<file path="src/rtl/fifo_pkg.sv">
// Shared helpers for the flexible FIFO: width derivation, wrapping pointer
// increment and parameter legality.
package fifo_pkg;

  function automatic int ptr_w(input int depth);
    return (depth > 2) ? $clog2(depth) : 1;
  endfunction

  function automatic int cnt_w(input int depth);
    return $clog2(depth + 1);
  endfunction

  // Explicit wrap so non-power-of-two depths never index past DEPTH-1.
  function automatic int unsigned ptr_inc(input int unsigned ptr, input int unsigned depth);
    return (ptr == depth - 1) ? 0 : ptr + 1;
  endfunction

  function automatic bit params_ok(input int depth, input int ae, input int af, input int fwft);
    return (depth >= 2) && (ae >= 0) && (ae < af) && (af <= depth) && (fwft inside {0, 1});
  endfunction

endpackage

</file>
<file path="src/rtl/fifo_mem.sv">
// DEPTH x DATA_WIDTH storage: one synchronous write port, one asynchronous read port.
module fifo_mem #(
  parameter int DATA_WIDTH = 8,
  parameter int DEPTH      = 8,
  parameter int ADDR_W     = 3
) (
  input  logic                  clk,
  input  logic                  we,
  input  logic [ADDR_W-1:0]     waddr,
  input  logic [DATA_WIDTH-1:0] wdata,
  input  logic [ADDR_W-1:0]     raddr,
  output logic [DATA_WIDTH-1:0] rdata
);

  logic [DATA_WIDTH-1:0] mem [DEPTH];

  // NOTE: storage is deliberately not reset; count/pointers alone decide what is valid,
  // and a reset here would prevent mapping onto RAM primitives.
  always_ff @(posedge clk) begin
    if (we) mem[waddr] <= wdata;
  end

  assign rdata = mem[raddr];

endmodule

</file>
<file path="src/rtl/fifo_flex.sv">
// Synchronous FIFO, any DEPTH >= 2, standard or first-word-fall-through read,
// with count, threshold flags, sticky error flags and synchronous flush.
module fifo_flex
  import fifo_pkg::*;
#(
  parameter int DATA_WIDTH = 8,
  parameter int DEPTH      = 8,
  parameter int FWFT       = 0,
  parameter int AF_THRESH  = DEPTH - 1,
  parameter int AE_THRESH  = 1
) (
  input  logic                      clk,
  input  logic                      rst,
  input  logic                      flush,
  input  logic                      w_en,
  input  logic [DATA_WIDTH-1:0]     data_in,
  input  logic                      r_en,
  output logic [DATA_WIDTH-1:0]     data_out,
  output logic                      valid,
  output logic                      full,
  output logic                      empty,
  output logic                      almost_full,
  output logic                      almost_empty,
  output logic [cnt_w(DEPTH)-1:0]   count,
  output logic                      overflow,
  output logic                      underflow
);

  localparam int PTR_W = ptr_w(DEPTH);
  localparam int CNT_W = cnt_w(DEPTH);
  localparam logic [CNT_W-1:0] DEPTH_C = CNT_W'(DEPTH);
  localparam logic [CNT_W-1:0] AF_C    = CNT_W'(AF_THRESH);
  localparam logic [CNT_W-1:0] AE_C    = CNT_W'(AE_THRESH);

  if (!params_ok(DEPTH, AE_THRESH, AF_THRESH, FWFT)) begin : g_bad_params
    $error("fifo_flex: illegal DEPTH/AE_THRESH/AF_THRESH/FWFT combination");
  end

  logic [PTR_W-1:0]      w_ptr, r_ptr;
  logic [DATA_WIDTH-1:0] rd_data;
  logic                  wr_ok, rd_ok;

  assign full         = (count == DEPTH_C);
  assign empty        = (count == '0);
  assign almost_full  = (count >= AF_C);
  assign almost_empty = (count <= AE_C);

  // A full FIFO still takes a write when the head word leaves in the same cycle.
  assign rd_ok = r_en & ~empty & ~flush;
  assign wr_ok = w_en & (~full | rd_ok) & ~flush;

  fifo_mem #(
    .DATA_WIDTH (DATA_WIDTH),
    .DEPTH      (DEPTH),
    .ADDR_W     (PTR_W)
  ) u_mem (
    .clk   (clk),
    .we    (wr_ok),
    .waddr (w_ptr),
    .wdata (data_in),
    .raddr (r_ptr),
    .rdata (rd_data)
  );

  // NOTE: sequential state uses non-blocking assignments so every register samples
  // pre-edge values, independent of statement order.
  always_ff @(posedge clk or posedge rst) begin
    if (rst) begin
      w_ptr     <= '0;
      r_ptr     <= '0;
      count     <= '0;
      overflow  <= 1'b0;
      underflow <= 1'b0;
    end else if (flush) begin
      w_ptr     <= '0;
      r_ptr     <= '0;
      count     <= '0;
      overflow  <= 1'b0;
      underflow <= 1'b0;
    end else begin
      if (wr_ok) w_ptr <= PTR_W'(ptr_inc(32'(w_ptr), DEPTH));
      if (rd_ok) r_ptr <= PTR_W'(ptr_inc(32'(r_ptr), DEPTH));
      count <= count + CNT_W'(wr_ok) - CNT_W'(rd_ok);
      if (w_en && !wr_ok) overflow  <= 1'b1;
      if (r_en && !rd_ok) underflow <= 1'b1;
    end
  end

  if (FWFT == 0) begin : g_std
    logic [DATA_WIDTH-1:0] dout_q;
    logic                  valid_q;

    always_ff @(posedge clk or posedge rst) begin
      if (rst) begin
        dout_q  <= '0;
        valid_q <= 1'b0;
      end else begin
        valid_q <= rd_ok;
        if (rd_ok) dout_q <= rd_data;
      end
    end

    assign data_out = dout_q;
    assign valid    = valid_q;
  end else begin : g_fwft
    assign data_out = rd_data;
    assign valid    = ~empty;
  end

endmodule

</file>
<file path="config.mk">
export PLATFORM = sky130hd
export DESIGN_NAME = fifo_flex
export DESIGN_NICKNAME = d
export VERILOG_FILES = /design/src/rtl/fifo_pkg.sv /design/src/rtl/fifo_mem.sv /design/src/rtl/fifo_flex.sv
export SDC_FILE = /design/constraint.sdc
export NUM_CORES = 1
export LEC_CHECK = 0
export ABC_AREA = 0
export CORE_ASPECT_RATIO = 1.75
export CORE_UTILIZATION = 50
export CTS_CLUSTER_SIZE = 30
export DETAILED_ROUTE_END_ITERATION = 12
export PLACE_DENSITY = 0.8
export SLEW_MARGIN = 20
export SYNTH_ARGS = -nofsm -noshare
export SYNTH_HDL_FRONTEND = slang
export SYNTH_SLANG_ARGS = --single-unit
</file>
<file path="constraint.sdc">
create_clock -name clk -period 6.9 [get_ports clk]
set_clock_uncertainty 0.1 [all_clocks]
set_input_delay 1.38 -clock clk [delete_from_list [all_inputs] [get_ports clk]]
set_output_delay 1.38 -clock clk [all_outputs]
set_load 0.02 [all_outputs]
</file>
* After elaboration in Yosys (flattened, before gate mapping)
Memories as Yosys holds them, arrays and structs flattened. A register that Yosys moved wholly into a read port is not among the register bits.
Index checks and enable logic that the tools add are counted.
** Word-level totals
- Bits in registers :: 13
- Output and inout bits :: 19
- Memories :: 1
- Logic and storage cells :: 46
- Memory bits (writable) :: 64
- Bits of input ports :: 13
** Operators by class
- Add/subtract/negate cells :: 4
- Bitwise logic cells :: 8
- Eq/ne operators :: 3
- Magnitude comparators :: 2
- Reductions and logical operators :: 9
- Multiplexer cells :: 13
** Memories
- u_mem.mem :: words 8, bits a word 8, read ports 1, clocked after memory_dff 1, wr ports 1, RTL line fifo_mem.sv:15 : logic [DATA_WIDTH-1:0] mem [DEPTH];
** Operators with widths (count)
- $mux W3 :: 6
- $reduce_bool A2 Y1 :: 4
- $add A3 B1 Y3 const B :: 2
- $eq A3 B3 Y1 const B :: 2
- $mux W1 :: 6
- $add A4 B1 Y4 :: 1
- $and A1 B1 Y1 :: 4
- $eq A4 B4 Y1 const B :: 1
- $ge A4 B3 Y1 const B :: 1
- $le A4 B1 Y1 const B :: 1
- $logic_not A4 Y1 :: 1
- $mux W4 :: 1
- $sub A4 B1 Y4 :: 1
- $not A1 Y1 :: 3
- $logic_and A1 B1 Y1 :: 2
- $logic_not A1 Y1 :: 2
- $or A1 B1 Y1 :: 1

* Depth between registers and ports, before layout
- Depth in word-level cells :: 11
- Depth in mapped cells :: 12
- Mapped depth without buffers :: 12

* Hierarchy
Synthesis repeated with hierarchy kept, for this count alone.
** Unflattened totals
- Cells, all modules :: 199
- Area, all modules :: 3657.3 sq um
** Modules (own cells, without submodules)
- fifo_mem :: cells an instance 106, instances 1, area an instance 2531.2 sq um
- fifo_flex :: cells an instance 93, instances 1, area an instance 1126.1 sq um

* Least setup slack after synthesis
Ideal clock, no wire load.
- Path type :: input port to flip-flop
- Start :: in flush
- End :: mem u_mem.mem[0][0] (enable)
- Stages :: 3
- Path slack :: 3.464 ns
- Arrival time :: 2.938 ns
- Setup time :: 0.398 ns
- Cells stage by stage :: or3b_1 > and2_1 > nor4b_1
** On the way
- Word-level cells in the longest chain between the ends :: 7
** RTL lines
- start, declared :: RTL line fifo_flex.sv:14 : input logic flush,
- $not A1 Y1 * :: RTL line fifo_flex.sv:49, fifo_flex.sv:50
- $and A1 B1 Y1 :: RTL line fifo_flex.sv:49 : assign rd_ok = r_en & ~empty & ~flush;
- $or A1 B1 Y1 :: RTL line fifo_flex.sv:50 : assign wr_ok = w_en & (~full | rd_ok) & ~flush;
- $and A1 B1 Y1 :: RTL line fifo_flex.sv:50
- $and A1 B1 Y1 * :: RTL line fifo_flex.sv:50
- $mux W1 * :: RTL line fifo_mem.sv:20 : if (we) mem[waddr] <= wdata;
- $mux W1 (not written as such) * :: RTL line fifo_mem.sv:20
- end, declared :: RTL line fifo_mem.sv:15
Every way passes the cells marked *; elsewhere a longest branch is shown, timed or not.

* Final worst setup path
- Start :: in flush
- End :: reg count[3]
** On the way
- Word-level cells in the longest chain between the ends :: 8
** RTL lines
- $not A1 Y1 * :: RTL line fifo_flex.sv:49
- $and A1 B1 Y1 * :: RTL line fifo_flex.sv:49
- via rd_ok :: RTL line fifo_flex.sv:41 : logic wr_ok, rd_ok;
- $or A1 B1 Y1 :: RTL line fifo_flex.sv:50
- $and A1 B1 Y1 (2 in a row) :: RTL line fifo_flex.sv:50
- $add A4 B1 Y4 :: RTL line fifo_flex.sv:83 : count <= count + CNT_W'(wr_ok) - CNT_W'(rd_ok);
- $sub A4 B1 Y4 * :: RTL line fifo_flex.sv:83
- $mux W4 * :: RTL line fifo_flex.sv:74 : end else if (flush) begin
- end signal, assigned :: RTL line fifo_flex.sv:83
- end, declared :: RTL line fifo_flex.sv:24 : output logic [cnt_w(DEPTH)-1:0] count,
The timed path passes the listed nets; every way through them passes the cells marked *.
A chain may end at the register's enable or synchronous reset.

==> impl_metrics.ini <==
[status]
outcome = completed

[sta]
holdWs_ns = 0.399
setup_tns_ns = 0
tightest_slew_ns = 1.08
finalSetupViolCount = 0
hold_violations = 0
max_slew_margin_pct = 27.5
period_needed_ns = 4.03
max_freq_ghz = 0.248
rsz0062_at_grt = false
maxSlewViolCount = 0
final.period_utilization_pct = 58.5

[power]
vdd_drop_max_mv = 0.244
p_leak_nw = 1.57
power_density_nw_per_um2 = 361

[clocking]
clk_path_buf_depth = 2
insertion_delay_ns = 0.33
cts.sinks = 85
postCtsSetupBuffers = 0
cts_resized = 0
path_clk_slew_ns = 0.06
cts_tree = yes
root_buffer = clkbuf_16
hold_buffers = 0
cts_made_buffers = 9
ctsHtreeMaxLevel = 3

[final_layout]
final_area_um2 = 4280
syn2layout_area_growth_pct = 19.6
postLayoutCoreUtil_pct = 62.0
nNetsFinal = 310
final_common_cell = edfxtp_1
fillers = 522
diodes = 0
final_cell_mix = 64 x edfxtp_1, 35 x mux2i_1, 31 x clkdlybuf4s50_1
drive_above_1_share_pct = 8.30

[detailed_routing]
vias = 2088
finalWirelength_mm = 7.06
drtIter0Drc = 134
ant_nets = 0
routedWlPerCell_um = 18.9
drc = 0
vias_per_cell = 5.60
drtPass1Iterations = 4

[die]
io_pins = 32
die_height_um = 114
fp.dieArea_um2 = 7510
core_um2 = 6910
core.rowCount = 40
initial_core_util_pct = 51.8
die_w_um = 66.0

[logic_synthesis]
yosysUniqueCellTypes = 29
synthesis.area_um2 = 3580
yosysSeqAreaShare_pct = 68.4
syn_nets = 273
ys_warn_count = 0
synth_seq_cells = 85
syn_avg_cell_area_um2 = 14.5
synth_cells = 247

[worst_setup_path]
crit_path_start_kind = input port
max_stage_delay_ns = 0.68
cp_cell_sequence = clkdlybuf4s50_1, nand2b_1, nor2_1, ha_1, inv_1, ha_1, a21o_1, a21oi_1, xnor2_1, nor2_1
critPathSlowestCell = clkdlybuf4s50_1
arrival_ns = 4.13
r2r_end = count[3]
critPathRequiredTime_ns = 6.99
crit_fanout = 16
critPathKind = input port to register
end_kind = register
rr_worst_depth = 12
r2r_slack_ns = 3.97
r2r-start = count[2]

[worst_hold_path]
hold_depth = 2
hold_start = underflow
min_to = underflow
hold_path_class = register to register

[global_route]
grt_pass1_wl_mm = 11.0
grt_max_degree = 36
grt_pass1_vias = 2152
track_usage_pct = 20.8
grt_overflow = 0
grt_antenna_before_repair = 0

[placement]
place.gp.congestion = 0.877
hpwl_mm = 4.83
place_area_um2 = 4000
io_buffers = 31

[job]
drv_cap = 0
-- state kept, by name, summed over array words and instances, names as in the netlist --
signal and flops:
u_mem.mem 64, data_out 8, count 4, r_ptr 3, w_ptr 3, overflow 1
underflow 1, valid 1
-- critical path, delay by kind of cell --
family / cells / cell delay [ns]
simple gates: 3 / 0.98
buf+inv: 2 / 0.76
fa+ha+maj: 2 / 0.54
compound gates: 2 / 0.34
xor+xnor: 1 / 0.13
-- how the worst max path moves through the flow --
stage / from / endpoint / slack, ns / cells after the start
2_1_floorplan: flush / u_mem.mem[0][0] / 3.46 / 3
3_3_place_gp: flush / count[1] / 2.62 / 8
3_5_place_dp: flush / count[3] / 2.54 / 10
4_1_cts: flush / count[3] / 2.86 / 10
5_1_grt: flush / count[3] / 2.60 / 10
6_report: flush / count[3] / 2.87 / 10
-- power by group --
group,total [mW],internal (mW),switching [mW]
logic,0.473,0.212,0.261
registers,0.637,0.603,0.0348
clock network,0.435,0.245,0.190
total,1.55,1.06,0.486
-- area by class of cell --
class | instances | area [um2] | area share, %
flip-flops and latches | 85 | 2450 | 57.1
multi-input cells | 146 | 1080 | 25.3
repair buffers | 36 | 348 | 8.12
clock buffers | 10 | 229 | 5.35
well taps | 84 | 105 | 2.45
clock inverters | 6 | 47.5 | 1.11
inverters | 6 | 22.5 | 0.526
-- kinds of logic (layout without fill, tap and decap cells) --
kind of cell	Yosys count	count (layout)	synth area share (%)
buffers and inverters	16	58	1.82
DFF	85	85	68.4
and+or+nand+nor	62	62	8.60
AOI/OAI and AO/OA	34	34	6.19
muxes	35	35	9.79
adders and majority gates	13	13	4.75
xor gates and xnor gates	2	2	0.489
-- per-layer routing --
| layer | wire, um | track usage (%) | up-vias |
|---|---|---|---|
| met5 | 0 | 0 | - |
| met1 | 2590 | 22.3 | 1019 |
| met4 | 301 | 12.3 | 0 |
| li1 | - | - | 995 |
| met3 | 213 | 3.80 | 21 |
| met2 | 3960 | 36.7 | 53 |
-- cell usage after synthesis --
cell type | count | area [um2]
a21oi_1 | 7 | 35.0
nor3b_1 | 2 | 15.0
nor4b_1 | 1 | 8.76
a21o_1 | 1 | 7.51
ha_1 | 12 | 150
edfxtp_1 | 64 | 1920
and2_1 | 2 | 12.5
or3_1 | 1 | 6.26
nor4_1 | 2 | 12.5
inv_1 | 6 | 22.5
mux2i_1 | 35 | 350
a21oi_2 | 1 | 8.76
xnor2_1 | 2 | 17.5
nand2b_1 | 3 | 18.8
nor2_1 | 13 | 48.8
dfrtp_1 | 21 | 526
and2b_1 | 2 | 15.0
clkbuf_1 | 4 | 15.0
nor2b_1 | 3 | 18.8
a21bo_1 | 1 | 10.0
buf_2 | 4 | 20.0
fa_1 | 1 | 20.0
a22oi_1 | 16 | 120
nand2_1 | 17 | 63.8
or3b_1 | 2 | 17.5
nand3_1 | 11 | 55.1
o21ai_0 | 8 | 40.0
nor3_1 | 3 | 15.0
buf_1 | 2 | 7.51
-- metrics by stage --
step / std cells / setup slack (ns) / total power, mW
floorplan: 247 / 3.46 / 0.936
global placement: 357 / 2.62 / 1.10
detailed placement: 357 / 2.54 / 1.12
CTS: 373 / 2.86 / 1.55
global route: 373 / 2.60 / 1.61
finish: 373 / 2.87 / 1.55
Power figures use the tool's default switching activity.
